**src/rtl/dma_csr_multi.sv**
```systemverilog
// Multi-channel DMA CSR file: NUM_CH channel banks (CTRL/STATUS/DESC_PTR) plus a
// global bank (IRQ_PEND/ID), zero-wait writes and fixed-latency reads.
module dma_csr_multi #(
    parameter int unsigned NUM_CH   = 4,
    parameter int unsigned ADDR_W   = 8,
    parameter int unsigned RD_LAT   = 2,
    parameter logic [31:0] ID_VALUE = 32'h444D_0002
) (
    input  logic                     clk,
    input  logic                     reset_n,
    input  logic                     csr_wr_i,
    input  logic                     csr_rd_i,
    input  logic [ADDR_W-1:0]        csr_addr_i,
    input  logic [31:0]              csr_wr_data_i,
    input  logic [3:0]               csr_be_i,
    output logic                     csr_wait_rq_o,
    output logic [31:0]              csr_rd_data_o,
    output logic [NUM_CH-1:0]        ch_go_o,
    output logic [NUM_CH-1:0]        ch_abort_o,
    input  logic [NUM_CH-1:0]        ch_busy_i,
    input  logic [NUM_CH-1:0]        ch_done_i,
    input  logic [NUM_CH-1:0]        ch_err_i,
    output logic [NUM_CH*32-1:0]     ch_ctrl_o,
    output logic [NUM_CH*32-1:0]     ch_desc_ptr_o,
    output logic                     irq_o
);
    localparam int unsigned BW = ADDR_W - 4;

    typedef enum logic [1:0] {S_IDLE, S_RD_WAIT, S_RD_DONE} state_t;

    state_t              r_state;
    state_t              w_next;
    logic [1:0]          r_cnt;
    logic [ADDR_W-3:0]   r_raddr;
    logic [31:0]         r_rd_data;
    logic [15:0]         r_user [NUM_CH];
    logic [29:0]         r_desc [NUM_CH];
    logic [NUM_CH-1:0]   r_irq_en;
    logic [NUM_CH-1:0]   r_done;
    logic [NUM_CH-1:0]   r_err;
    logic [NUM_CH-1:0]   r_go;
    logic [NUM_CH-1:0]   r_abort;
    logic                r_irq;

    logic                w_wr_acc;
    logic                w_rd_acc;
    logic                w_load;
    logic [ADDR_W-3:0]   w_raddr;
    logic [31:0]         w_rd_mux;
    logic [NUM_CH-1:0]   w_pend;
    logic [NUM_CH-1:0]   w_ctrl_wr;
    logic [NUM_CH-1:0]   w_stat_wr;
    logic [NUM_CH-1:0]   w_desc_wr;
    logic [NUM_CH-1:0]   w_go_busy;
    logic                w_unused_addr;

    assign w_unused_addr = ^csr_addr_i[1:0];

    // FSM: state register
    always_ff @(posedge clk) begin
        if (!reset_n) r_state <= S_IDLE;
        else          r_state <= w_next;
    end

    // FSM: next state
    always_comb begin
        w_next = r_state;
        case (r_state)
            S_IDLE:    if (csr_rd_i && !csr_wr_i)
                           w_next = (RD_LAT == 1) ? S_RD_DONE : S_RD_WAIT;
            S_RD_WAIT: if (r_cnt == 2'd1) w_next = S_RD_DONE;
            S_RD_DONE: w_next = S_IDLE;
            default:   w_next = S_IDLE;
        endcase
    end

    // FSM: outputs
    always_comb begin
        w_wr_acc      = (r_state == S_IDLE) && csr_wr_i;
        w_rd_acc      = (r_state == S_IDLE) && csr_rd_i && !csr_wr_i;
        w_load        = (w_next == S_RD_DONE) && (r_state != S_RD_DONE);
        csr_wait_rq_o = !reset_n || w_rd_acc || (r_state == S_RD_WAIT);
    end

    // RD_LAT=1 loads on the accept edge, before the latched address exists
    assign w_raddr = (r_state == S_IDLE) ? csr_addr_i[ADDR_W-1:2] : r_raddr;
    assign w_pend  = r_irq_en & (r_done | r_err);

    always_comb begin
        w_ctrl_wr = '0;
        w_stat_wr = '0;
        w_desc_wr = '0;
        for (int unsigned n = 0; n < NUM_CH; n++) begin
            if (w_wr_acc && (csr_addr_i[ADDR_W-1:4] == BW'(n))) begin
                case (csr_addr_i[3:2])
                    2'd0:    w_ctrl_wr[n] = 1'b1;
                    2'd1:    w_stat_wr[n] = 1'b1;
                    2'd2:    w_desc_wr[n] = 1'b1;
                    default: ;
                endcase
            end
        end
        w_go_busy = w_ctrl_wr & ch_busy_i & {NUM_CH{csr_be_i[0] & csr_wr_data_i[0]}};
    end

    always_comb begin
        w_rd_mux = '0;
        for (int unsigned n = 0; n < NUM_CH; n++) begin
            if (w_raddr[ADDR_W-3:2] == BW'(n)) begin
                case (w_raddr[1:0])
                    2'd0:    w_rd_mux = {r_user[n], 13'b0, 1'b0, r_irq_en[n], 1'b0};
                    2'd1:    w_rd_mux = {29'b0, r_err[n], r_done[n], ch_busy_i[n]};
                    2'd2:    w_rd_mux = {r_desc[n], 2'b00};
                    default: w_rd_mux = '0;
                endcase
            end
        end
        if (w_raddr[ADDR_W-3:2] == BW'(NUM_CH)) begin
            case (w_raddr[1:0])
                2'd0:    w_rd_mux = {{(32-NUM_CH){1'b0}}, w_pend};
                2'd1:    w_rd_mux = ID_VALUE;
                default: w_rd_mux = '0;
            endcase
        end
    end

    always_ff @(posedge clk) begin
        if (!reset_n) begin
            r_cnt     <= '0;
            r_raddr   <= '0;
            r_rd_data <= '0;
        end else begin
            if (w_rd_acc) begin
                r_cnt   <= 2'(RD_LAT - 1);
                r_raddr <= csr_addr_i[ADDR_W-1:2];
            end else if (r_state == S_RD_WAIT) begin
                r_cnt <= r_cnt - 2'd1;
            end
            if (w_load) r_rd_data <= w_rd_mux;
        end
    end

    always_ff @(posedge clk) begin
        if (!reset_n) begin
            r_irq_en <= '0;
            r_done   <= '0;
            r_err    <= '0;
            r_go     <= '0;
            r_abort  <= '0;
            r_irq    <= 1'b0;
            for (int unsigned n = 0; n < NUM_CH; n++) begin
                r_user[n] <= '0;
                r_desc[n] <= '0;
            end
        end else begin
            r_irq <= |w_pend;
            for (int unsigned n = 0; n < NUM_CH; n++) begin
                r_go[n]    <= w_ctrl_wr[n] & csr_be_i[0] & csr_wr_data_i[0] & ~ch_busy_i[n];
                r_abort[n] <= w_ctrl_wr[n] & csr_be_i[0] & csr_wr_data_i[2];
                if (w_ctrl_wr[n] && csr_be_i[0]) r_irq_en[n]      <= csr_wr_data_i[1];
                if (w_ctrl_wr[n] && csr_be_i[2]) r_user[n][7:0]   <= csr_wr_data_i[23:16];
                if (w_ctrl_wr[n] && csr_be_i[3]) r_user[n][15:8]  <= csr_wr_data_i[31:24];
                // hardware set dominates a same-cycle write-1-to-clear
                r_done[n] <= ch_done_i[n] |
                             (r_done[n] & ~(w_stat_wr[n] & csr_be_i[0] & csr_wr_data_i[1]));
                r_err[n]  <= ch_err_i[n] | w_go_busy[n] |
                             (r_err[n] & ~(w_stat_wr[n] & csr_be_i[0] & csr_wr_data_i[2]));
                if (w_desc_wr[n] && csr_be_i[0]) r_desc[n][5:0]   <= csr_wr_data_i[7:2];
                if (w_desc_wr[n] && csr_be_i[1]) r_desc[n][13:6]  <= csr_wr_data_i[15:8];
                if (w_desc_wr[n] && csr_be_i[2]) r_desc[n][21:14] <= csr_wr_data_i[23:16];
                if (w_desc_wr[n] && csr_be_i[3]) r_desc[n][29:22] <= csr_wr_data_i[31:24];
            end
        end
    end

    always_comb begin
        ch_ctrl_o     = '0;
        ch_desc_ptr_o = '0;
        for (int unsigned n = 0; n < NUM_CH; n++) begin
            ch_ctrl_o[32*n +: 32]     = {r_user[n], 13'b0, 1'b0, r_irq_en[n], 1'b0};
            ch_desc_ptr_o[32*n +: 32] = {r_desc[n], 2'b00};
        end
    end

    assign csr_rd_data_o = r_rd_data;
    assign ch_go_o       = r_go;
    assign ch_abort_o    = r_abort;
    assign irq_o         = r_irq;

endmodule

```
**config.mk**
```make
export PLATFORM = sky130hd
export DESIGN_NAME = dma_csr_multi
export DESIGN_NICKNAME = d
export VERILOG_FILES = /design/src/rtl/dma_csr_multi.sv
export SDC_FILE = /design/constraint.sdc
export NUM_CORES = 1
export LEC_CHECK = 0
export CAP_MARGIN = 15
export CORE_MARGIN = 2
export CORE_UTILIZATION = 50
export CTS_CLUSTER_SIZE = 25
export DETAILED_ROUTE_END_ITERATION = 8
export GPL_TIMING_DRIVEN = 0
export PLACE_DENSITY = 0.91
export SLEW_MARGIN = 5
export SYNTH_ARGS = -nofsm -noshare
export SYNTH_HDL_FRONTEND = slang
export SYNTH_SLANG_ARGS = --single-unit
```
**constraint.sdc**
```tcl
create_clock -name clk -period 4.1 [get_ports clk]
set_input_delay 0.615 -clock clk [delete_from_list [all_inputs] [get_ports clk]]
set_output_delay 0.615 -clock clk [all_outputs]
set_load 0.02 [all_outputs]
```
Word-level counts from Yosys, hierarchy flattened:

Memory sizes are Yosys's and may differ from the RTL's.
Index checks and enable logic that the tools add are counted.

* add/subtract/negate cells: 1
* multiply operators: 0
* divide/modulo/power cells: 0
* magnitude comparators: 0
* eq/ne operators: 15
* shift operators: 0
* mux-type cells: 128
* bitwise gates (word level): 90
* reductions and logical operators: 49

Operator list (number)
* $pmux W32 S3: 4
* $mux W32: 5
* $mux W8: 20
* $mux W1: 90
* $pmux W31 S2: 1
* $and A1 B1 Y1: 37
* $logic_and A1 B1 Y1: 37
* $or A1 B1 Y1: 36
* $mux W6: 5
* $eq A4 B2 Y1 const B: 4
* $not A1 Y1: 13
* $and A4 B4 Y4: 3
* $eq A2 B1 Y1 const B: 4
* $eq A4 B1 Y1 const B: 2
* $logic_not A4 Y1: 2
* $eq A2 B2 Y1 const B: 3
* $logic_not A2 Y1: 3
* $eq A4 B3 Y1 const B: 1
* $mux W2: 2
* $or A4 B4 Y4: 1
* $pmux W2 S2: 1
* $reduce_or A4 Y1: 1
* $logic_not A1 Y1: 2
* $logic_or A1 B1 Y1: 2
* other kinds (4): 4

* register bits after elaboration: 63
* latch bits: 0
* memory bits (writable): 184
* bits in read-only memories: 0
* input port bits: 60
* word-level logic and storage cells: 299
* memories: 2

Memory list
* r_desc: words 4, bits a word 30, rd ports 4, clocked after memory_dff 0, wr ports 4, RTL line 37 `logic [29:0] r_desc [NUM_CH];`
* r_user: words 4, bits a word 16, rd ports 4, clocked after memory_dff 0, wr ports 4, RTL line 36 `logic [15:0] r_user [NUM_CH];`

Longest topological paths before layout:

Gate-level depths: netlist of the first run.

* word-level depth: 9
* gate-level depth with buffers: 10

Worst setup path after synthesis of the first run:

Ideal clock, no wire load.

* path kind: input to register
* from: input csr_addr_i[7]
* to: memory r_user[0][0], enable pin
* arrival time: 1885 ps
* path slack: 1886 ps
* cell stages on the path: 5
* buffers on the path: 0
* path through: nor4_4 > nor4b_2 > and2_1 > nand2_1 > nand2_1

RTL lines
* start, declared: RTL line 13 `input logic [ADDR_W-1:0] csr_addr_i,`
* end, declared: RTL line 36

Worst setup path after layout of the first run:

* from: input reset_n
* to: output csr_wait_rq_o

* word-level cells in the longest chain between the ends: 3

Ends and longest elaborated chain
* start, declared: RTL line 10 `input logic reset_n,`
* $logic_not A1 Y1
* $logic_or A1 B1 Y1 (2 in a row): RTL line 82 `csr_wait_rq_o = !reset_n || w_rd_acc || (r_state == S_RD_WAIT);`
* end, declared: RTL line 16 `output logic csr_wait_rq_o,`

No other way between the ends.

==> results.cfg, run 1 <==
[floorplanning]
start_util_pct = 50.8
pin_count = 358
core_area_um2 = 23400
rows = 56
chipWidth_um = 158
die_y_um = 158
dieArea_um2 = 25000

[drt]
drc_errors = 0
dr.first_iter.drc_count = 1338
wl_per_cell_um = 23.3
vias = 10400
viasPerCell = 5.80
ant_nets = 0
totalWireLength_um = 41800
firstDrtPassIters = 7

[pwr]
leakagePower_nw = 6.34
vdd_ir_drop_max_v = 0.000297
combPwrFrac_pct = 14.6
seqPwrFrac_pct = 46.6
switching_share_pct = 26.9
power_density_nw_per_um2 = 376
p_sw_w = 0.00163
intPower_w = 0.00445
clkPwrFrac_pct = 38.8

[global_route]
first_global_vias = 10100
grt_pass1_wl_um = 59900
grt_max_degree = 15
grt_antenna_before_repair = 0
track_usage_pct = 32.4
grt_remaining_overflow = 0

[yosys]
syn_area_um2 = 11900
yosysWarnings = 0
synth_top_area_share_pct = 46.5
syn_area_per_cell_um2 = 11.0
synth_edf_count = 184
syn_inst = 1079
synth.area.top_cells = edfxtp_1 47%, dfxtp_1 11%, and2_1 9.6%, buf_4 4.7%, nand2_1 4.2%
netlist-cell-type-count = 66
synth_sequential_area_ratio_pct = 57.1
postSynth.asyncResetShare_pct = 0
synth_top_area_cell = edfxtp_1
synthFlopType = edfxtp_1
synth-seq-cells = 247

[sta]
slew_headroom_pct = 24.5
setup_tns_ps = 0
rsz0062_at_grt = no
fin_skew_ps = 9.53
period_share_pct = 83.8
finalWorstPathRequiredPeriod_ps = 3440
hold_viol_final = 0
finalSetupViolCount = 0
worst_slew_pin_slew_ps = 1120
maxSlewViolCount = 0
clock.fmax_ghz = 0.291

[clock_tree]
path_clk_slew_ps = 60
root_buffer = clkbuf_16
numClockSinks = 247
htreeDepth = 1
worstSkewPairLatency_ps = 540
cts_buffers = 26
clk_path_buf_depth = 3
cts_resized = 0
cts_tree = yes
ctsHoldBuffers = 0
postCtsSetupRepairBufs = 0

[cells_and_area]
final_util_pct = 69.2
regArea_um2 = 6790
num-nets-final = 1517
fillers = 1692
final_cell_mix = 282 x clkdlybuf4s50_1, 184 x edfxtp_1, 183 x and2_1
syn2layout_area_growth_pct = 36.3
drive_gt1_share_pct = 11.1
layout_commonest_cell = clkdlybuf4s50_1
multi_input_area_um2 = 4490

[hold_path]
hold_depth = 3
min_path_type = input pin to register

[placement]
detailed_place_hpwl_um = 30700
io_buffers = 282
gp_congestion = 0.935

[critical_path]
path_class = input pin to output pin
cp.required_ps = 3480
cp.arrival_ps = 2820
startpoint_type = input pin
cp_max_fo = 8
r2r_cells = 6
end_kind = output pin

[outcome]
status = finished clean

[flow_run]
drv_cap = 0
-- worst max-delay path, stage by stage --
cell and delay, ps:
clkdlybuf4s50_1 780, clkinv_1 410, or3_1 460, clkdlybuf4s50_1 540
-- synth_stat cells (12+ instances only) --
master	n
edfxtp_1	184
and2_1	183
nand2_1	133
buf_4	74
nor2_1	67
dfxtp_1	63
a21oi_1	60
o21ai_0	42
a22oi_1	38
clkbuf_1	21
mux2i_1	20
o311a_1	15
o22ai_1	13
buf_2	12
nand3_1	12
-- state kept, by name (all words and copies together), names as in the netlist --
signal,count
csr_rd_data_o,32
r_cnt,2
r_err,4
r_raddr,6
ch_abort_o,4
r_irq_en,4
ch_go_o,4
r_desc,120
r_user,64
r_done,4
r_state,2
irq_o,1
-- routing by layer --
metal,track usage [%],wire length [µm],vias up
met4,14.3,2070,0
li1,-,-,4492
met1,40.1,14400,4894
met5,0,0,-
met3,7.61,5440,175
met2,54.1,19900,857
-- path summary, 6_finish.rpt --
check | from | endpoint | slack (ps)
max | reset_n | csr_wait_rq_o | 660
min reg2reg | csr_rd_data_o[7] | csr_rd_data_o[7] | 460
max reg2reg | r_state[1] | r_user[2][8] | 1030
min | csr_addr_i[5] | r_raddr[3] | 340
-- area by class of cell --
| type | count | share of cell area (%) |
|---|---|---|
| Tap cell | 319 | 2.47 |
| Antenna cell | 1 | 0.0155 |
| Multi-Input combinational cell | 770 | 27.7 |
| Inverter | 10 | 0.232 |
| Timing Repair Buffer | 282 | 17.4 |
| Buffer | 119 | 5.08 |
| Sequential cell | 247 | 41.9 |
| Clock inverter | 11 | 0.765 |
| Clock buffer | 36 | 4.38 |
-- per-stage QoR --
step	hold WS (ps)	area, µm²	power (W)	std cells	worst slack (ps)
2_1_floorplan	449	12100	0.00336	1146	1890
3_3_place_gp	435	15400	0.00373	1747	568
3_5_place_dp	444	15400	0.00375	1747	484
4_1_cts	333	16200	0.00604	1794	749
5_1_grt	362	16200	0.00621	1794	648
6_report	339	16200	0.00608	1795	663
-- cells by family after synthesis --
group / share of synthesized area [%]
compound gates: 12.4
buf+inv: 7.23
other cells: 0.0316
fa+ha+maj: 0.105
mux: 3.36
simple gates: 19.7
xor+xnor: 0.0737
flops: 57.1
-- power by group through the flow --
stage	clock network, W	registers [W]	logic, W
finish	0.00236	0.00283	0.000889
global route	0.00244	0.00284	0.000932
CTS	0.00234	0.00283	0.000870
detailed placement	0	0.00288	0.000864
global placement	0	0.00288	0.000849
floorplan	0	0.00295	0.000409
Power figures use the tool's default switching activity.
==> inputs of run 2 (changes only) <==
CORE_UTILIZATION = 48   (was 50)
PLACE_DENSITY = 0.88   (was 0.91)
clock period = 3.2 ns   (was 4.1 ns; I/O delays follow)
==> run 2 against run 1 <==
Sequential power grew 28%. Design area shrank 0.10%. Worst setup slack lost 590 ps. Clock power grew 22%. Power grew 26%. Sequential share of layout area is essentially flat. Cell count grew 0.22%. Critical path depth grew 2. Count of clock-buffer cells in the layout is the same. First-iteration DRC count shrank 7.4%. Critical path type is now input pin to register. Critical endpoint is now r_user[2][9]. Highest routed layer unchanged.
==> results.cfg, run 2 (synthesized netlist as in run 1, its figures left out) <==
[outcome]
status = finished clean

[placement]
io_buffers = 282
detailed_place_hpwl_um = 30800
gp_congestion = 0.942
dpl_cell_area_um2 = 15400

[clock_tree]
root_buffer = clkbuf_16
cts_buffers = 26
postCtsSetupRepairBufs = 0
worstSkewPairLatency_ps = 530
clk_path_buf_depth = 3
numClockSinks = 247
cts_tree = yes
ctsHoldBuffers = 0
cts_resized = 0
path_clk_slew_ps = 60
htreeDepth = 1

[global_route]
grt_remaining_overflow = 0
grt_max_degree = 15
use_met2_pct = 52.6
track_usage_pct = 30.7
met1_usage_pct = 37.7
grt_antenna_before_repair = 0
first_global_vias = 10000
grt_pass1_wl_um = 60000
top_usage_layer = met2
grt_use_met3_pct = 7.22

[drt]
totalWireLength_um = 41400
vias = 10300
viasPerCell = 5.71
drc_errors = 0
firstDrtPassIters = 5
ant_nets = 0
dr.first_iter.drc_count = 1239
wl_per_cell_um = 23.0

[cells_and_area]
regMostFlops = r_desc
final_cell_mix = 282 x clkdlybuf4s50_1, 184 x edfxtp_1, 183 x and2_1
fillers = 1818
num-nets-final = 1516
syn2layout_area_growth_pct = 36.1
layout_commonest_cell = clkdlybuf4s50_1
largest_register_ffs = 120
antenna_cells = 0
fin_area_um2 = 16200
drive_gt1_share_pct = 11.3

[critical_path]
cp.required_ps = 3370
startpoint_type = input pin
slowest_delay_ps = 950
path_buf_inv = 1
critPathTopFamily = simple AND/OR/NAND/NOR gates
rr_startpoint = r_state[1]
cp_max_fo = 8
cp_common_cell = nand2_1
path_class = input pin to register
cp_cell_sequence = clkdlybuf4s50_1, nor4_4, nand4b_1, nor3_1, nand2_1, nand2_1
cp.arrival_ps = 3300
startpoint = csr_addr_i[7]
end_kind = register
cp_slowest_cell = nor3_1

[floorplanning]
rows = 57
core_area_um2 = 24300
chipWidth_um = 161
pin_count = 358
dieArea_um2 = 26000
die_y_um = 161
start_util_pct = 48.9

[sta]
hold_viol_final = 0
fin_skew_ps = 17.6
worst_slew_pin_slew_ps = 1080
setup_tns_ps = 0
whs_ps = 237
clock.fmax_ghz = 0.319
period_share_pct = 97.8
rsz0062_at_grt = no
finalWorstPathRequiredPeriod_ps = 3130
maxSlewViolCount = 0
finalSetupViolCount = 0
slew_headroom_pct = 27.2

[hold_path]
min_path_type = input pin to register
hp-start = csr_addr_i[5]

[pwr]
leakagePower_nw = 6.33
vdd_ir_drop_max_v = 0.000373
power_density_nw_per_um2 = 472

[flow_run]
drv_cap = 0
-- run 2: cell count changes in the layout (fill, tap and decap cells not counted), sizes merged --
cell / change
clkinv: +4
clkbuf: -1
diode: -1
bufinv: -2
inv: -3
clkinvlp: +2
-- run 2: area by class of cell --
class / count / area [µm²] / area share (%)
Clock buffer: 36 / 739 / 4.57
Buffer: 118 / 818 / 5.06
Tap cell: 324 / 405 / 2.51
Multi-Input combinational cell: 770 / 4490 / 27.7
Timing Repair Buffer: 282 / 2820 / 17.5
Inverter: 10 / 37.5 / 0.232
Sequential cell: 247 / 6790 / 42.0
Clock inverter: 12 / 77.6 / 0.480
-- run 2: routing by layer --
metal | vias to the layer above | part of all wire (%)
li1 | 4488 | -
met1 | 4854 | 36
met2 | 794 | 48
met3 | 141 | 11
met4 | 0 | 4.7
met5 | - | 0
-- run 2: metrics by stage --
stage                     instances  worst slack (ps)  util, %  power (W)
final                          1799              68.9     66.5    0.00764
after global routing           1799              26.0     66.5    0.00782
after CTS                      1799               118     66.5    0.00761
after detailed placement       1752              -293     63.2    0.00480
after global placement         1752              -224     63.2    0.00478
after floorplan                1146              1120        -    0.00430
-- run 2: tightest hold or removal path, stage by stage --
cell and delay, ps:
buf_6 110, nand2_1 60, a21oi_1 60
-- run 2: path summary, 6_finish.rpt --
check	endpoint	slack, ps	cells past startpoint
worst max-delay path	r_user[2][9]	70	6
worst min-delay path	r_raddr[3]	240	3
worst max register to register	r_user[2][9]	170	6
worst min register to register	csr_rd_data_o[14]	460	2
-- run 2: where the power goes --
| part | switching [W] | internal [W] |
|---|---|---|
| Sequential | 0.0000896 | 0.00354 |
| Combinational | 0.000696 | 0.000438 |
| Clock | 0.00126 | 0.00162 |
| Total | 0.00204 | 0.00560 |
==> inputs of run 3 (changes only) <==
CTS_CLUSTER_SIZE = 28   (was 25)
==> results of run 3 <==
Final layout, timing and power as in run 2 (identical DEF).
